$ cat src/rtl/vp_alu_pkg.sv
// Shared definitions for the vector sequencer and the scalar FP ALU it feeds.
// The opcode values must stay in step with the ALU's own decoder.
package vp_alu_pkg;

    localparam int DATA_W = 32;

    localparam logic [3:0] OP_NONE = 4'b0000;
    localparam logic [3:0] OP_MUL  = 4'b0010;
    localparam logic [3:0] OP_ADD  = 4'b0100;
    localparam logic [3:0] OP_CONV = 4'b1000;

    typedef enum logic [1:0] {
        IDLE,
        RUN,
        DONE
    } state_t;

    // Only MUL and ADD are sequenced here; conversion is handled elsewhere
    function automatic logic is_legal_op(input logic [3:0] op);
        return (op == OP_MUL) || (op == OP_ADD);
    endfunction

endpackage

$ cat src/rtl/vector_alu_sequencer_if.sv
// Op-in and result-out handshake channels of the vector ALU sequencer.
// The master side offers ops and consumes results; the slave side is the sequencer.
interface vector_alu_sequencer_if #(
    parameter int NUM_ELEM = 4
);
    import vp_alu_pkg::*;

    logic                       op_valid;
    logic                       op_ready;
    logic [3:0]                 op_code;
    logic [DATA_W*NUM_ELEM-1:0] vec_a;
    logic [DATA_W*NUM_ELEM-1:0] vec_b;
    logic                       res_valid;
    logic                       res_ready;
    logic [DATA_W*NUM_ELEM-1:0] res_vec;
    logic [NUM_ELEM-1:0]        res_zero_mask;
    logic                       err_illegal;

    modport master (
        output op_valid, op_code, vec_a, vec_b, res_ready,
        input  op_ready, res_valid, res_vec, res_zero_mask, err_illegal
    );

    modport slave (
        input  op_valid, op_code, vec_a, vec_b, res_ready,
        output op_ready, res_valid, res_vec, res_zero_mask, err_illegal
    );

endinterface

$ cat src/rtl/vector_alu_sequencer.sv
// Streams one vector op through the scalar ALU an element at a time, waiting the
// fixed per-op pipeline latency, and hands back the packed results with a zero mask.
module vector_alu_sequencer
    import vp_alu_pkg::*;
#(
    parameter int NUM_ELEM = 4,
    parameter int MUL_LAT  = 4,
    parameter int ADD_LAT  = 3
) (
    input  logic                 clk,
    input  logic                 rst,
    vector_alu_sequencer_if.slave bus,
    output logic [DATA_W-1:0]    alu_in1,
    output logic [DATA_W-1:0]    alu_in2,
    output logic [3:0]           alu_control,
    input  logic [DATA_W-1:0]    alu_result
);

    localparam int IDX_W   = (NUM_ELEM > 1) ? $clog2(NUM_ELEM) : 1;
    localparam int MAX_LAT = (MUL_LAT > ADD_LAT) ? MUL_LAT : ADD_LAT;
    localparam int CNT_W   = (MAX_LAT > 1) ? $clog2(MAX_LAT) : 1;
    localparam int VEC_W   = DATA_W * NUM_ELEM;

    localparam logic [IDX_W-1:0] LAST_IDX   = IDX_W'(NUM_ELEM - 1);
    localparam logic [CNT_W-1:0] MUL_RELOAD = CNT_W'(MUL_LAT - 1);
    localparam logic [CNT_W-1:0] ADD_RELOAD = CNT_W'(ADD_LAT - 1);

    state_t           state;
    logic [VEC_W-1:0] a_lat;
    logic [VEC_W-1:0] b_lat;
    logic [3:0]       op_lat;
    logic [IDX_W-1:0] idx;
    logic [IDX_W-1:0] next_idx;
    logic [CNT_W-1:0] cnt;
    logic [CNT_W-1:0] reload;

    assign next_idx = idx + IDX_W'(1);
    assign reload   = (op_lat == OP_MUL) ? MUL_RELOAD : ADD_RELOAD;

    // The counter expiring marks the edge on which the ALU result for idx is valid
    always_ff @(posedge clk or negedge rst) begin
        if (!rst) begin
            state             <= IDLE;
            bus.op_ready      <= 1'b0;
            bus.res_valid     <= 1'b0;
            bus.res_vec       <= '0;
            bus.res_zero_mask <= '0;
            bus.err_illegal   <= 1'b0;
            alu_in1           <= '0;
            alu_in2           <= '0;
            alu_control       <= OP_NONE;
            a_lat             <= '0;
            b_lat             <= '0;
            op_lat            <= OP_NONE;
            idx               <= '0;
            cnt               <= '0;
        end else begin
            bus.err_illegal <= 1'b0;
            case (state)
                IDLE: begin
                    bus.op_ready <= 1'b1;
                    if (bus.op_valid && bus.op_ready) begin
                        if (is_legal_op(bus.op_code)) begin
                            a_lat             <= bus.vec_a;
                            b_lat             <= bus.vec_b;
                            op_lat            <= bus.op_code;
                            idx               <= '0;
                            cnt               <= (bus.op_code == OP_MUL) ? MUL_RELOAD : ADD_RELOAD;
                            alu_in1           <= bus.vec_a[DATA_W-1:0];
                            alu_in2           <= bus.vec_b[DATA_W-1:0];
                            alu_control       <= bus.op_code;
                            bus.res_vec       <= '0;
                            bus.res_zero_mask <= '0;
                            bus.op_ready      <= 1'b0;
                            state             <= RUN;
                        end else begin
                            bus.err_illegal <= 1'b1;
                        end
                    end
                end
                RUN: begin
                    if (cnt == '0) begin
                        bus.res_vec[idx*DATA_W +: DATA_W] <= alu_result;
                        bus.res_zero_mask[idx]            <= (alu_result == '0);
                        if (idx == LAST_IDX) begin
                            alu_in1       <= '0;
                            alu_in2       <= '0;
                            alu_control   <= OP_NONE;
                            bus.res_valid <= 1'b1;
                            state         <= DONE;
                        end else begin
                            idx     <= next_idx;
                            cnt     <= reload;
                            alu_in1 <= a_lat[next_idx*DATA_W +: DATA_W];
                            alu_in2 <= b_lat[next_idx*DATA_W +: DATA_W];
                        end
                    end else begin
                        cnt <= cnt - CNT_W'(1);
                    end
                end
                DONE: begin
                    // Results stay on the bus until a new legal op is accepted
                    if (bus.res_ready) begin
                        bus.res_valid <= 1'b0;
                        bus.op_ready  <= 1'b1;
                        idx           <= '0;
                        state         <= IDLE;
                    end
                end
                default: begin
                    state <= IDLE;
                end
            endcase
        end
    end

endmodule

$ cat src/flat_wrapper.sv
// flat-port wrapper written by rule: the top's interface ports become plain ports
module vector_alu_sequencer_flat import vp_alu_pkg::*;
#(
    parameter int NUM_ELEM = 4,
    parameter int MUL_LAT  = 4,
    parameter int ADD_LAT  = 3
)
  (clk, rst, alu_in1, alu_in2, alu_control, alu_result, bus_op_valid, bus_op_code, bus_vec_a, bus_vec_b, bus_res_ready, bus_op_ready, bus_res_valid, bus_res_vec, bus_res_zero_mask, bus_err_illegal);
  vector_alu_sequencer_if #(.NUM_ELEM(NUM_ELEM)) bus_i ();
  input  logic clk;
  input  logic rst;
  output logic [DATA_W-1:0] alu_in1;
  output logic [DATA_W-1:0] alu_in2;
  output logic [3:0] alu_control;
  input  logic [DATA_W-1:0] alu_result;
  input wire logic [$bits(bus_i.op_valid)-1:0] bus_op_valid;
  input wire logic [$bits(bus_i.op_code)-1:0] bus_op_code;
  input wire logic [$bits(bus_i.vec_a)-1:0] bus_vec_a;
  input wire logic [$bits(bus_i.vec_b)-1:0] bus_vec_b;
  input wire logic [$bits(bus_i.res_ready)-1:0] bus_res_ready;
  output wire logic [$bits(bus_i.op_ready)-1:0] bus_op_ready;
  output wire logic [$bits(bus_i.res_valid)-1:0] bus_res_valid;
  output wire logic [$bits(bus_i.res_vec)-1:0] bus_res_vec;
  output wire logic [$bits(bus_i.res_zero_mask)-1:0] bus_res_zero_mask;
  output wire logic [$bits(bus_i.err_illegal)-1:0] bus_err_illegal;
  assign bus_i.op_valid = bus_op_valid;
  assign bus_i.op_code = bus_op_code;
  assign bus_i.vec_a = bus_vec_a;
  assign bus_i.vec_b = bus_vec_b;
  assign bus_i.res_ready = bus_res_ready;
  assign bus_op_ready = bus_i.op_ready;
  assign bus_res_valid = bus_i.res_valid;
  assign bus_res_vec = bus_i.res_vec;
  assign bus_res_zero_mask = bus_i.res_zero_mask;
  assign bus_err_illegal = bus_i.err_illegal;
  vector_alu_sequencer #(.NUM_ELEM(NUM_ELEM), .MUL_LAT(MUL_LAT), .ADD_LAT(ADD_LAT)) u_core (.clk(clk), .rst(rst), .bus(bus_i), .alu_in1(alu_in1), .alu_in2(alu_in2), .alu_control(alu_control), .alu_result(alu_result));
endmodule
$ cat config.mk
export PLATFORM = sky130hd
export DESIGN_NAME = vector_alu_sequencer_flat
export DESIGN_NICKNAME = d
export VERILOG_FILES = /design/src/rtl/vp_alu_pkg.sv /design/src/rtl/vector_alu_sequencer_if.sv /design/src/rtl/vector_alu_sequencer.sv /design/src/flat_wrapper.sv
export SDC_FILE = /design/constraint.sdc
export NUM_CORES = 1
export LEC_CHECK = 0
export ABC_AREA = 1
export BUFFER_PORTS_ARGS = -buffer_cell sky130_fd_sc_hd__buf_2
export CAP_MARGIN = 30
export CORE_MARGIN = 4
export CORE_UTILIZATION = 59
export DETAILED_ROUTE_END_ITERATION = 12
export PLACE_DENSITY = 0.86
export SLEW_MARGIN = 0
export SYNTH_ARGS = -nofsm -noshare
export SYNTH_HDL_FRONTEND = slang
export SYNTH_SLANG_ARGS = --single-unit
export TNS_END_PERCENT = 10
$ cat constraint.sdc
create_clock -name clk -period 6.45 [get_ports clk]
set_input_delay 1.935 -clock clk [delete_from_list [all_inputs] [get_ports clk]]
set_output_delay 1.935 -clock clk [all_outputs]
set_load 0.05 [all_outputs]
# [Word-level counts from Yosys, hierarchy flattened]
# Index checks and enable logic that the tools add are counted.
[op_classes] div_mod_pow=0 addsub=3 eq_ne=13 n_bitwise=0 shift=4 order_cmp=2 mux=55 n_mul=0 reduce_logical=18
[ops] operator="128-bit two-way mux" count=3
[ops] operator="32-bit two-way mux" count=8
[ops] operator="128-bit case mux with 2 select lines" count=1
[ops] operator="128-bit by 8-bit indexed part select with 32-bit output" count=2
[ops] operator="128-bit bitwise mux" count=1
[ops] operator="32-bit case mux with 2 select lines" count=2
[ops] operator="32-bit by 34-bit variable shift with 128-bit output (first input constant)" count=1
[ops] operator="32-bit by 34-bit indexed part select with 128-bit output" count=1
[ops] operator="7-bit negator with 34-bit output" count=1
[ops] operator="32-bit logical NOT" count=1
[ops] operator="4-bit two-way mux" count=7
[ops] operator="2-bit two-way mux" count=13
[ops] operator="4-bit case mux with 2 select lines" count=2
[ops] operator="2-bit case mux with 3 select lines" count=2
[ops] operator="4-bit AND reduction" count=3
[ops] operator="1-bit two-way mux" count=11
[ops] operator="5-bit AND reduction" count=2
[ops] operator="4-bit by 2-bit == test with 1-bit output (second input constant)" count=2
[ops] operator="2-bit by 1-bit != test with 1-bit output (second input constant)" count=4
[ops] operator="6-bit AND reduction" count=1
[ops] operator="2-bit nonzero test" count=3
[ops] operator="4-bit bitwise mux" count=1
[ops] operator="2-bit == test (second input constant)" count=2
[ops] operator="4-bit by 3-bit == test with 1-bit output (second input constant)" count=1
[ops] operator="16 further kinds" count=20
[word_totals] mem_bits_rw=0 reg_bits=469 romBits=0 latch_bits=0 output_inout_bits=203 word_cells=109 inputBits=296 n_memories=0

# [Longest topological paths before layout]
# Gate-level depths: netlist of the first run.
[depth] word_depth=7 mapped_depth=14

# [Worst setup path after synthesis of the first run]
# No wires, ideal clock.
[synth_path] kind="input-to-reg" start="input bus_op_code[1]" end="register u_core.a_lat[82]" path_slack_ps=3414 t_required_ps=6320 arrival_ps=2906 path_buffers=2 path_stages=9 path_cell_list="inv_1 nor2_1 nand2_1 nand2_1 nand3_2 inv_2 buf_2 clkbuf_1 o21ai_0"
[synth_via] elab_chain_cells=3
[synth_rtl] element="from (decl)" line="flat_wrapper.sv:17" text="input wire logic [$bits(bus_i.op_code)-1:0] bus_op_code;"
[synth_rtl] element="4-bit by 2-bit == test with 1-bit output / 4-bit by 3-bit == test with 1-bit output (equally long branches)" line="vp_alu_pkg.sv:20" text="return (op == OP_MUL) || (op == OP_ADD);"
[synth_rtl] element="1-bit logical OR (*)" line="vp_alu_pkg.sv:20"
[synth_rtl] element="3-bit AND reduction (no line) (*)"
[synth_rtl] element="to (signal assigned)" line="vector_alu_sequencer.sv:64" text="a_lat <= bus.vec_a;"
[synth_rtl] element="to (decl)" line="vector_alu_sequencer.sv:29" text="logic [VEC_W-1:0] a_lat;"
# Every way passes the cells marked *; elsewhere a longest branch is shown, timed or not.
# A chain may end at the register's enable or synchronous reset.

# [Final worst setup path of the first run]
[layout_path] start="input bus_op_code[1]" end="register u_core.a_lat[64]"
# The elaborated chain is that of the path after synthesis.

==> results.py, run 1 <==
metrics = {
    "clock_tree": {
        "ctsResizeCount": 0,
        "clkSlewWorstSetupHoldPaths_ps": 60,
        "cts_tree": "built",
        "numCtsBuffers": 47,
        "clockBufferDepth": 3,
        "hold_buffers": 0,
        "clk_latency_ps": 550,
        "cts_sinks": 469,
        "htree_num_levels": 2,
        "cts_setup_buffers": 0,
        "cts_root_buffer": "clkbuf_16",
    },
    "timing": {
        "final_hold_viol_count": 0,
        "finalSetupViolCount": 0,
        "rsz0062_at_grt": "false",
        "tightest_slew_ps": 1077,
        "fin_crit_sh_pct": 66.71,
        "clock_skew_ps": 10.79,
        "slew_headroom_pct": 28.18,
        "drv_slew": 0,
        "tns_ps": 0,
        "min_period_ps": 4303,
        "max_freq_ghz": 0.2324,
    },
    "critical_path": {
        "crit_arrival_ps": 4710,
        "endpoint_kind": "register",
        "rr_endpoint": "u_core.bus.res_vec[118]",
        "critPathMaxFanout": 171,
        "criticalPathCategory": "input port to register",
        "crit_buf_inv": 4,
        "r2r-start": "u_core.idx[0]",
        "reg2reg_slack_ps": 2870,
        "cp_top_family": "buffers and inverters",
        "slowest_delay_ps": 880,
        "rr_worst_depth": 9,
        "crit_required_ps": 6860,
        "cp_cell_sequence": "buf_2 > inv_1 > nor2_1 > nand2_1 > nand2_1 > nand3_4 > inv_8 > buf_4 > o21ai_0",
        "cpMostUsedCell": "nand2_1",
        "crit_slowest_cell": "inv_8",
        "crit_path_start_kind": "input port",
    },
    "drt": {
        "via_per_inst": 5.637,
        "post_drt_wl_per_cell_um": 18.51,
        "dr.pass1.iters": 8,
        "first_iter_violations": 1868,
        "drtAntennaViolNets": 0,
        "drc_errors": 0,
        "vias": 20500,
        "drt-total-wl_um": 67290,
    },
    "yosys": {
        "synth.largest_area_cell": "dfrtp_1",
        "synth_area_um2": 21490,
        "synthCells": 2737,
        "ys_top_cells_by_area": "dfrtp_1, nand2_1, o21ai_0",
        "ys_seq_elements": 469,
        "yosysSeqAreaShare_pct": 54.62,
        "syn-num-nets": 3041,
        "yosys_warnings": 0,
        "yosysTopAreaCellShare_pct": 54.62,
        "postSynthAreaPerCell_um2": 7.851,
        "synth_cell_types": 30,
    },
    "power_and_ir_drop": {
        "clkPwrFrac_pct": 20.3,
        "p_leak_nw": 14.18,
        "switchingPower_w": 0.006250,
        "pwr-share-seq_pct": 34.6,
        "pwr-share-comb_pct": 45.1,
        "p_int_w": 0.007427,
        "peakVddDrop_mv": 0.3483,
        "powerDensity_nw_per_um2": 533.0,
        "swShare_pct": 45.69,
    },
    "min_path": {
        "holdPathEnd": "u_core.alu_control[0]",
        "hp-class": "register to register",
        "min_delay_path_depth": 2,
        "hold_start": "u_core.alu_control[0]",
    },
    "layout": {
        "nets": 3442,
        "synthToLayoutAreaGrowth_pct": 19.42,
        "drive_gt1_share_pct": 19.70,
        "final_area_um2": 25660,
        "final_util_pct": 71.80,
    },
    "floorplan": {
        "boundaryPins": 499,
        "placementRows": 69,
        "die_w_um": 198.8,
        "start_util_pct": 60.12,
        "die_h_um": 198.8,
        "dieArea_um2": 39540,
        "core_area_um2": 35740,
    },
    "global_routing": {
        "grt_max_degree": 172,
        "antenna_found_initial": 5,
        "grt_pass1_vias": 20140,
        "track_usage_pct": 33.07,
        "grt_pass1_wl_um": 105300,
        "grt-ovfl-total": 0,
    },
    "status": {
        "run_status": "completed",
    },
    "run": {
        "maxCapViolations": 0,
    },
    "place": {
        "port_buffers": 498,
        "placed_area_um2": 24040,
        "place_hpwl_um": 44100,
        "place.gp.congestion": 0.9073,
    },
}
final cells by class:
type / count / area, um^2
Clock buffer: 66 / 1368
Inverter: 201 / 774.5
Sequential cell: 469 / 11740
Multi-Input combinational cell: 1896 / 8177
Clock inverter: 17 / 195.2
Fill cell: 2669 / 10080
Timing Repair Buffer: 523 / 2823
Tap cell: 461 / 576.8
Antenna cell: 3 / 7.507
power by group through the flow:
stage / Sequential, W / Combinational [W] / Clock, W
6_report: 0.00473 / 0.00617 / 0.00278
5_1_grt: 0.00483 / 0.00682 / 0.00293
4_1_cts: 0.00470 / 0.00612 / 0.00280
3_5_place_dp: 0.00473 / 0.00605 / 0
3_3_place_gp: 0.00468 / 0.00582 / 0
2_1_floorplan: 0.00564 / 0.00347 / 0
tightest hold or removal path, stage by stage (launching register included):
cell and delay [ps]:
dfrtp_1 350, nand2_1 50, inv_1 40
registers in the layout (all words and copies together), names as in the netlist:
register                  flops
u_core.b_lat                128
u_core.alu_in2               32
u_core.alu_control            4
u_core.cnt                    2
u_core.alu_in1               32
u_core.bus.res_zero_mask      4
u_core.idx                    2
u_core.bus.res_valid          1
u_core.bus.op_ready           1
u_core.bus.res_vec          128
u_core.a_lat                128
u_core.op_lat                 4
u_core.bus.err_illegal        1
u_core.state                  2
placed cells by master, fill, tap and decap left out:
master / instances
a21oi_1: 3
buf_12: 2
buf_16: 5
buf_2: 497
buf_4: 17
buf_8: 2
bufinv_16: 4
clkbuf_1: 7
clkbuf_16: 47
clkbuf_8: 12
clkinv_2: 10
clkinv_4: 1
clkinvlp_4: 1
dfrtp_1: 468
dfrtp_4: 1
diode_2: 3
ha_1: 7
ha_2: 1
inv_1: 192
inv_2: 4
inv_4: 3
inv_6: 2
inv_8: 1
nand2_1: 1145
nand2_2: 2
nand3_1: 68
nand3_2: 1
nand3_4: 2
nand4_1: 5
nand4_4: 3
nor2_1: 192
nor2_2: 4
nor2_8: 1
nor3_1: 1
nor4_4: 1
o211ai_1: 67
o21a_1: 1
o21ai_0: 343
o21ai_1: 48
or2_4: 1
per-layer routing:
layer / wire (um) / global-route usage [%]
met4: 3174 / 15.32
met1: 25680 / 44.02
met5: 27 / 0
met2: 31920 / 52.96
met3: 6478 / 6.538
how the worst max path moves through the flow:
stage	from	cells after the start	end
detailed placement	bus_op_code[1]	9	u_core.a_lat[63]
floorplan	bus_op_code[1]	9	u_core.a_lat[82]
global placement	bus_op_code[1]	9	u_core.b_lat[63]
finish	bus_op_code[1]	9	u_core.a_lat[64]
global route	bus_op_code[1]	9	u_core.a_lat[64]
CTS	bus_op_code[1]	9	u_core.a_lat[64]
metrics by stage:
step | setup WS [ps] | cells | hold WS (ps) | power [W]
floorplan | 3414 | 2737 | 437.4 | 0.009113
global placement | 1759 | 3544 | 444.7 | 0.01050
detailed placement | 1687 | 3548 | 456.9 | 0.01078
CTS | 2238 | 3631 | 473.3 | 0.01362
global route | 1887 | 3635 | 493.5 | 0.01458
finish | 2147 | 3636 | 468.7 | 0.01368
Yosys cell counts (all sizes together):
library cell	number
a21oi	3
buf	105
clkbuf	66
dfrtp	469
ha	8
inv	201
nand2	1147
nand3	71
nand4	8
nor2	197
nor3	1
nor4	1
o211ai	67
o21a	1
o21ai	391
or2	1
cells by family after synthesis:
logic type / synth area share [%]
buf+inv: 7.401
simple gates: 25.96
fa+ha+maj: 0.4658
compound gates: 11.55
flops: 54.62
No activity file was read; power rests on OpenSTA's default activity.
==> run 2, diff against run 1 <==
--- a/config.mk
+++ b/config.mk
@@ -9,9 +9,9 @@
 export BUFFER_PORTS_ARGS = -buffer_cell sky130_fd_sc_hd__buf_2
 export CAP_MARGIN = 30
 export CORE_MARGIN = 4
-export CORE_UTILIZATION = 59
+export CORE_UTILIZATION = 54
 export DETAILED_ROUTE_END_ITERATION = 12
-export PLACE_DENSITY = 0.86
+export PLACE_DENSITY = 0.8
 export SLEW_MARGIN = 0
 export SYNTH_ARGS = -nofsm -noshare
 export SYNTH_HDL_FRONTEND = slang
==> constraint.sdc (replaced) <==
create_clock -name clk -period 4.4 [get_ports clk]
set_input_delay 1.32 -clock clk [delete_from_list [all_inputs] [get_ports clk]]
set_output_delay 1.32 -clock clk [all_outputs]
set_load 0.05 [all_outputs]
==> run 2 against run 1 <==
Non-clock buffer count increased by 6. Combinational power increased by 44%. Clock skew increased by 11 ps. Sequential power increased by 47%. Core utilization decreased by 5.6 points.
==> results.py, run 2 (synthesis results as in run 1) <==
metrics = {
    "clock_tree": {
        "cts_root_buffer": "clkbuf_16",
        "clk_latency_ps": 590,
        "numCtsBuffers": 49,
        "clockBufferDepth": 3,
        "htree_num_levels": 2,
        "clkSlewWorstSetupHoldPaths_ps": 60,
        "cts_tree": "built",
        "hold_buffers": 0,
        "cts_sinks": 469,
        "cts_setup_buffers": 0,
        "ctsResizeCount": 0,
    },
    "critical_path": {
        "endpoint_kind": "register",
        "crit_path_start_kind": "register",
        "criticalPathCategory": "register to register",
        "crit_required_ps": 4850,
        "critPathMaxFanout": 66,
        "crit_arrival_ps": 3640,
    },
    "power_and_ir_drop": {
        "powerDensity_nw_per_um2": 774.9,
        "p_leak_nw": 14.22,
        "peakVddDrop_mv": 0.6281,
    },
    "floorplan": {
        "core_area_um2": 39010,
        "start_util_pct": 55.09,
        "die_h_um": 207.5,
        "boundaryPins": 499,
        "die_w_um": 207.5,
        "dieArea_um2": 43050,
        "placementRows": 72,
    },
    "layout": {
        "synthToLayoutAreaGrowth_pct": 20.16,
        "final_util_pct": 66.19,
        "mostFrequentLayoutCells": "nand2_1, buf_2, dfrtp_1",
        "fillers": 3255,
        "top_regs": "u_core.a_lat: 128 flops, u_core.b_lat: 128 flops, u_core.bus.res_vec: 128 flops",
        "nets": 3450,
        "mostFrequentLayoutCell": "nand2_1",
        "stdcell_count": 3705,
        "drive_gt1_share_pct": 19.82,
    },
    "timing": {
        "fin_crit_sh_pct": 72.41,
        "max_freq_ghz": 0.3139,
        "min_period_ps": 3186,
        "rsz0062_at_grt": "false",
        "finalSetupViolCount": 0,
        "hold_ws_ps": 461.6,
        "tns_ps": 0,
        "final_hold_viol_count": 0,
        "clock_skew_ps": 21.68,
        "drv_slew": 0,
        "tightest_slew_ps": 1111,
        "slew_headroom_pct": 25.96,
    },
    "run": {
        "maxCapViolations": 0,
    },
    "place": {
        "place_hpwl_um": 44200,
        "port_buffers": 498,
        "dp_cells": 3613,
        "place.gp.congestion": 0.9122,
    },
    "drt": {
        "drtAntennaViolNets": 0,
        "first_iter_violations": 1804,
        "drc_errors": 0,
        "drt-total-wl_um": 66710,
        "post_drt_wl_per_cell_um": 18.00,
        "dr.pass1.iters": 7,
        "via_per_inst": 5.452,
        "vias": 20200,
    },
    "global_routing": {
        "grt_most_used_layer": "met2",
        "antenna_found_initial": 8,
        "grt.met2_usage_pct": 49.38,
        "globalRouteMet3Util_pct": 5.849,
        "grt_pass1_vias": 19940,
        "grt_max_degree": 226,
        "track_usage_pct": 30.26,
        "grt_pass1_wl_um": 106700,
        "grt-ovfl-total": 0,
        "grt_use_met1_pct": 40.23,
    },
    "min_path": {
        "hp-class": "register to register",
    },
    "status": {
        "run_status": "completed",
    },
}
run 2: changes by cell type in the layout (fill, tap and decap cells not counted), moves of 2 or more:
cell,before,now
buf_16,5,0
buf_12,2,9
bufinv_16,4,2
clkinv_2,10,8
buf_4,17,22
clkbuf_1,7,12
clkbuf_16,47,51
run 2: power by group:
part	internal [W]	leakage, nW	switching (W)
clock	0.00244	0.801	0.00173
combinational	0.00247	7.32	0.00643
sequential	0.00599	6.09	0.000953
run 2: path summary, 6_finish.rpt:
path,start,slack (ps),end,depth (start not counted)
worst max-delay path,u_core.idx[0],1210,u_core.bus.res_vec[46],6
worst min-delay path,u_core.alu_control[0],460,u_core.alu_control[0],2
worst max register to register,u_core.idx[0],1210,u_core.bus.res_vec[46],6
worst min register to register,u_core.alu_control[0],460,u_core.alu_control[0],2
max in group asynchronous,rst,2670,u_core.idx[0],2
min in group asynchronous,rst,740,u_core.alu_in1[13],1
run 2: critical path: stages, from the launching register on:
cell,delay [ps]
dfrtp_4,770
buf_4,700
ha_1,320
nor2_1,80
inv_1,100
nand4_4,610
o21ai_0,460
run 2: cell type report:
cell class / instances / area, um^2 / share of cell area, %
Clock inverter: 13 / 126.4 / 0.4894
Timing Repair Buffer: 529 / 2848 / 11.03
Sequential cell: 469 / 11740 / 45.47
Inverter: 201 / 774.5 / 3.000
Tap cell: 518 / 648.1 / 2.510
Multi-Input combinational cell: 1896 / 8187 / 31.71
Clock buffer: 75 / 1486 / 5.757
Antenna cell: 4 / 10.01 / 0.03877
run 2: per-stage QoR:
stage	setup WS, ps	instance area, um^2	total power, W
floorplan	1919	21490	0.01336
global placement	1185	24180	0.01545
detailed placement	1161	24200	0.01577
CTS	1230	25810	0.02001
global route	984.5	25810	0.02136
finish	1214	25820	0.02001
run 2: routing by layer:
| layer | vias to the layer above | wire [um] |
|---|---|---|
| li1 | 9396 | - |
| met1 | 9650 | 26560 |
| met2 | 964 | 31770 |
| met3 | 177 | 5610 |
| met4 | 12 | 2691 |
| met5 | - | 76 |
